`src/rtl/il2_inst_responder.sv`:
```
// L2-side responder for the IL1 handshake: serves IL1 line refills as paired-word
// beats and independently drives inclusive back-invalidations of IL1 lines.
module il2_inst_responder #(
    parameter int PC_LENGTH   = 32,
    parameter int BLOCK_BYTES = 32,
    parameter int LINE_ADDR_W = 27
) (
    input  logic                               clk_l2,
    input  logic                               rst_n,
    // IL1 refill
    input  logic                               inst_update_req,
    input  logic [PC_LENGTH-1:0]               pc_up,
    output logic                               update,
    output logic [$clog2(BLOCK_BYTES/8)-1:0]   addr_update,
    output logic [31:0]                        w1_update,
    output logic [31:0]                        w2_update,
    // L2 array read port
    output logic                               l2_rd_req,
    output logic [LINE_ADDR_W-1:0]             l2_rd_addr,
    input  logic                               l2_rd_valid,
    input  logic [BLOCK_BYTES*8-1:0]           l2_rd_line,
    // back-invalidation
    input  logic                               evict_req,
    input  logic [LINE_ADDR_W-1:0]             evict_addr,
    output logic                               evict_ready,
    output logic                               evict_done,
    output logic                               inst_replace_req,
    output logic [LINE_ADDR_W-1:0]             inst_addr_replace,
    input  logic                               inst_replace_il1_ack,
    output logic                               L2_inst_il1_ack
);

    localparam int BEATS    = BLOCK_BYTES / 8;
    localparam int BEAT_W   = $clog2(BEATS);
    localparam int OFFSET_W = $clog2(BLOCK_BYTES);
    localparam int LINE_W   = BLOCK_BYTES * 8;
    localparam int HALF_W   = BLOCK_BYTES * 4;

    typedef enum logic [1:0] {
        RF_IDLE,
        RF_RD,
        RF_STREAM,
        RF_DRAIN
    } refill_state_t;

    typedef enum logic [1:0] {
        EV_IDLE,
        EV_REQ,
        EV_WACK,
        EV_CLOSE
    } evict_state_t;

    refill_state_t     rf_state, rf_next;
    logic [BEAT_W-1:0] beat_q, beat_d;
    logic [LINE_W-1:0] line_q;

    evict_state_t      ev_state, ev_next;
    logic              done_d;

    // ------------------------------------------------------------------
    // Refill path
    // ------------------------------------------------------------------
    always_ff @(posedge clk_l2) begin
        if (!rst_n) begin
            rf_state   <= RF_IDLE;
            beat_q     <= '0;
            l2_rd_addr <= '0;
        end else begin
            rf_state <= rf_next;
            beat_q   <= beat_d;
            if (rf_state == RF_IDLE && inst_update_req)
                l2_rd_addr <= pc_up[PC_LENGTH-1:OFFSET_W];
        end
    end

    // Line buffer needs no reset: it is only read while streaming.
    always_ff @(posedge clk_l2) begin
        if (rf_state == RF_RD && l2_rd_valid)
            line_q <= l2_rd_line;
    end

    always_comb begin
        rf_next     = rf_state;
        beat_d      = beat_q;
        update      = 1'b0;
        addr_update = '0;
        w1_update   = '0;
        w2_update   = '0;
        l2_rd_req   = 1'b0;
        case (rf_state)
            RF_IDLE: begin
                if (inst_update_req)
                    rf_next = RF_RD;
            end
            RF_RD: begin
                l2_rd_req = 1'b1;
                beat_d    = '0;
                if (l2_rd_valid)
                    rf_next = RF_STREAM;
            end
            RF_STREAM: begin
                update      = 1'b1;
                addr_update = beat_q;
                w1_update   = line_q[32*int'(beat_q) +: 32];
                w2_update   = line_q[HALF_W + 32*int'(beat_q) +: 32];
                if (beat_q == BEAT_W'(BEATS-1)) begin
                    beat_d  = '0;
                    rf_next = RF_DRAIN;
                end else begin
                    beat_d = beat_q + 1'b1;
                end
            end
            RF_DRAIN: begin
                // IL1 still holds the request it just got served; wait for it to drop.
                if (!inst_update_req)
                    rf_next = RF_IDLE;
            end
            default: rf_next = RF_IDLE;
        endcase
    end

    // ------------------------------------------------------------------
    // Back-invalidation path
    // ------------------------------------------------------------------
    always_ff @(posedge clk_l2) begin
        if (!rst_n) begin
            ev_state          <= EV_IDLE;
            evict_done        <= 1'b0;
            inst_addr_replace <= '0;
        end else begin
            ev_state   <= ev_next;
            evict_done <= done_d;
            if (ev_state == EV_IDLE && evict_req)
                inst_addr_replace <= evict_addr;
        end
    end

    always_comb begin
        ev_next          = ev_state;
        done_d           = 1'b0;
        evict_ready      = 1'b0;
        inst_replace_req = 1'b0;
        L2_inst_il1_ack  = 1'b0;
        case (ev_state)
            EV_IDLE: begin
                evict_ready = 1'b1;
                if (evict_req)
                    ev_next = EV_REQ;
            end
            EV_REQ: begin
                inst_replace_req = 1'b1;
                ev_next          = EV_WACK;
            end
            EV_WACK: begin
                if (inst_replace_il1_ack)
                    ev_next = EV_CLOSE;
            end
            EV_CLOSE: begin
                L2_inst_il1_ack = 1'b1;
                if (!inst_replace_il1_ack) begin
                    ev_next = EV_IDLE;
                    done_d  = 1'b1;
                end
            end
            default: ev_next = EV_IDLE;
        endcase
    end

endmodule

```
`config.mk`:
```
export PLATFORM = sky130hd
export DESIGN_NAME = il2_inst_responder
export DESIGN_NICKNAME = d
export VERILOG_FILES = /design/src/rtl/il2_inst_responder.sv
export SDC_FILE = /design/constraint.sdc
export NUM_CORES = 1
export LEC_CHECK = 0
export CORE_MARGIN = 4
export CORE_UTILIZATION = 24
export CTS_CLUSTER_DIAMETER = 120
export DETAILED_ROUTE_END_ITERATION = 12
export PLACE_DENSITY_LB_ADDON = 0.1
export SLEW_MARGIN = 10
export SYNTH_ARGS = -nofsm -noshare
export SYNTH_HDL_FRONTEND = slang
export SYNTH_SLANG_ARGS = --single-unit
export TNS_END_PERCENT = 50
```
`constraint.sdc`:
```
create_clock -name clk_l2 -period 9.4 [get_ports clk_l2]
set_input_delay 2.35 -clock clk_l2 [delete_from_list [all_inputs] [get_ports clk_l2]]
set_output_delay 2.35 -clock clk_l2 [all_outputs]
set_load 0.005 [all_outputs]
```
==> flow_summary_export.csv <==
group,metric,value,unit
clock_tree,cts_sinks,317,
clock_tree,worstSkewPairLatency,550,ps
finish,layout-drive-gt1-share,11.1,%
floorplan,die_h,233,µm
floorplan,boundaryPins,447,
route,ant_nets,0,
clock_tree,postCtsResizedCells,0,
clock_tree,cts_tree,"built",
sta,slew_violations,0,
sta,fin_crit,5830,ps
floorplan,chipWidth,233,µm
setup_path,worst_ep_required_time,7050,ps
sta,hold-worst-slack,463,ps
sta,setup_ws,3570,ps
synth,synth_area_per_cell,17.5,µm²
global_route,grt_pass1_wl,51.4,mm
job,cap_violations,0,
power,p_int,3.17,mW
route,wirelength,35.5,mm
floorplan,initial_core_util,24.3,%
setup_path,worst-setup-path-type,"flop to output pin",
synth,syn_inst,694,
sta,slew_headroom,30.3,%
sta,fin_crit_sh,62.1,%
finish,num-fill-cells,4814,
global_route,grt_max_degree,165,
clock_tree,cts_setup_buffers,0,
global_route,track_usage,12.6,%
sta,tightest_slew,1050,ps
power,p_clk_share,35.3,%
floorplan,dieArea,54400,µm²
finish,area_delta_synth_final,52.3,%
sta,finalSetupViolations,0,
synth,synth_cell_types,27,
placement,io_buffers,441,
power,p_seq_share,43.8,%
sta,max_freq,0.171,GHz
placement,placed_area,17300,µm²
finish,utilization,36.9,%
setup_path,arrival,3480,ps
placement,gp_congestion,0.695,
global_route,antenna_found_initial,10,
clock_tree,cts.clk_slew.worst_paths,60,ps
finish,fin_area,18500,µm²
placement,dp_cells,1774,
clock_tree,clockBufferDepth,3,
power,vdd_ir_drop_max,0.139,mV
clock_tree,root_buffer,"clkbuf_16",
power,power.switching,1.07,mW
power,power,4.23,mW
route,drtPass1Iterations,4,
route,via_count,7493,
status,status,"complete, no violations",
clock_tree,htreeDepth,2,
sta,finalHoldViolCount,0,
setup_path,worstSetupStartpointType,"flop",
placement,post-dp-hpwl,24.2,mm
synth,syn_nets,1026,
floorplan,core-area,50200,µm²
synth,seq_area_frac_synth,73.2,%
sta,fin_skew,17.5,ps
setup_path,endpoint_kind,"output pin",
route,avgViaCountPerCell,4.06,
route,drc,0,
synth,syn_area,12200,µm²
global_route,grt-ovfl-total,0,
power,leakagePower,6.12,nW
power,p_per_area,228,nW/µm²
clock_tree,postCtsHoldBufs,0,
sta,fin_setup_tns,0,ps
clock_tree,cts_buffers,39,
power,swShare,25.2,%
setup_path,crit_fanout,35,
floorplan,rows,82,
route,wl_per_cell,19.2,µm
sta,rsz0062_at_grt,"no",
finish,fin_nets,1475,
placement,pre_cts_ws,3970,ps
worst_hold_path,hp-class,"flop to flop",
global_route,grt_pass1_vias,8234,
synth,ys_ff_latch,317,
power,p_comb_share,20.9,%
synth,ys_warn_count,0,
route,drt_iter0_markers,390,
finish,finalNonFillerCells,1847,
==> cells in the mapped netlist <==
cell / count / area, µm²
a21boi_0: 55 / 413
nor2b_1: 2 / 12.5
dfxtp_1: 61 / 1220
nand2b_1: 1 / 6.26
buf_1: 3 / 11.3
buf_12: 4 / 80.1
mux4_2: 64 / 1440
clkbuf_1: 20 / 75.1
or2_2: 1 / 6.26
and2_1: 69 / 432
and3b_1: 1 / 8.76
mux2i_1: 3 / 30.0
edfxtp_1: 256 / 7690
o211a_1: 1 / 10.0
o21a_1: 1 / 7.51
ha_1: 11 / 138
inv_1: 7 / 26.3
o21ai_0: 1 / 5.00
buf_6: 1 / 11.3
a221oi_1: 2 / 17.5
nand3_1: 1 / 5.00
nor4bb_1: 1 / 10.0
nand2_1: 115 / 432
buf_2: 9 / 45.0
buf_4: 2 / 15.0
a221o_1: 1 / 10.0
mux2_2: 1 / 11.3
==> layout by cell type, fill, tap and decap left out, drive strengths merged <==
master,n
dfxtp,61
bufinv,4
mux4,64
o21ai,1
and2,69
edfxtp,256
clkdlybuf4s50,441
diode,4
inv,8
o211a,1
nand3,1
nand2,115
buf,6
mux2,1
a221oi,2
and3b,1
nand2b,1
mux2i,3
clkbuf,51
ha,11
o21a,1
nor2b,2
nor4bb,1
or2,1
clkinv,13
a221o,1
a21boi,55
==> path summary, 6_finish.rpt <==
check / from / endpoint / slack (ps) / depth (start not counted)
max: beat_q[0] / w2_update[30] / 3570 / 4
min: inst_addr_replace[0] / inst_addr_replace[0] / 460 / 2
max reg2reg: rf_state[1] / line_q[33] / 7100 / 4
min reg2reg: inst_addr_replace[0] / inst_addr_replace[0] / 460 / 2
==> flip-flops by register name, indices dropped and copies added (netlist names) <==
name / flops
inst_addr_replace: 27
line_q: 256
ev_state: 2
l2_rd_addr: 27
beat_q: 2
rf_state: 2
evict_done: 1
==> layout make-up <==
cell class | instances | area, µm² | share of cell area [%]
Antenna cell | 4 | 10.0 | 0.0540
Clock buffer | 51 | 1060 | 5.73
Clock inverter | 18 | 201 | 1.09
Inverter | 7 | 26.3 | 0.142
Multi-Input combinational cell | 331 | 3000 | 16.2
Sequential cell | 317 | 8920 | 48.1
Tap cell | 672 | 841 | 4.54
Timing Repair Buffer | 447 | 4470 | 24.1
==> cells by family (layout without fill, tap and decap cells) <==
family / Yosys count / in the layout / synth area share (%)
other: 0 / 4 / 0
AO/OA/AOI/OAI: 61 / 61 / 3.80
buffers and inverters: 46 / 523 / 2.17
AND/OR/NAND/NOR: 191 / 191 / 7.50
adder cells (fa/ha/maj): 11 / 11 / 1.13
multiplexers: 68 / 68 / 12.2
flip-flops: 317 / 317 / 73.2
==> worst max-delay path, cell delays in order (launching register included) <==
cell and delay, ps:
dfxtp_4 810, buf_4 760, mux4_2 590, and2_1 170, clkdlybuf4s50_1 550
==> per-layer routing <==
layer	track usage [%]	wire [µm]	vias up
li1	-	-	3516
met3	6.04	3790	69
met4	4.52	944	10
met1	14.3	13600	3622
met5	0	63	-
met2	20.8	17100	276
==> power groups by stage <==
| stage | logic, mW | registers (mW) | clock network (mW) |
|---|---|---|---|
| 6_report | 0.884 | 1.85 | 1.50 |
| 5_1_grt | 0.972 | 1.88 | 1.62 |
| 4_1_cts | 0.920 | 1.86 | 1.56 |
| 3_5_place_dp | 0.915 | 1.89 | 0 |
| 3_3_place_gp | 0.915 | 1.88 | 0 |
| 2_1_floorplan | 0.419 | 1.91 | 0 |
No activity file was read; power rests on OpenSTA's default activity.
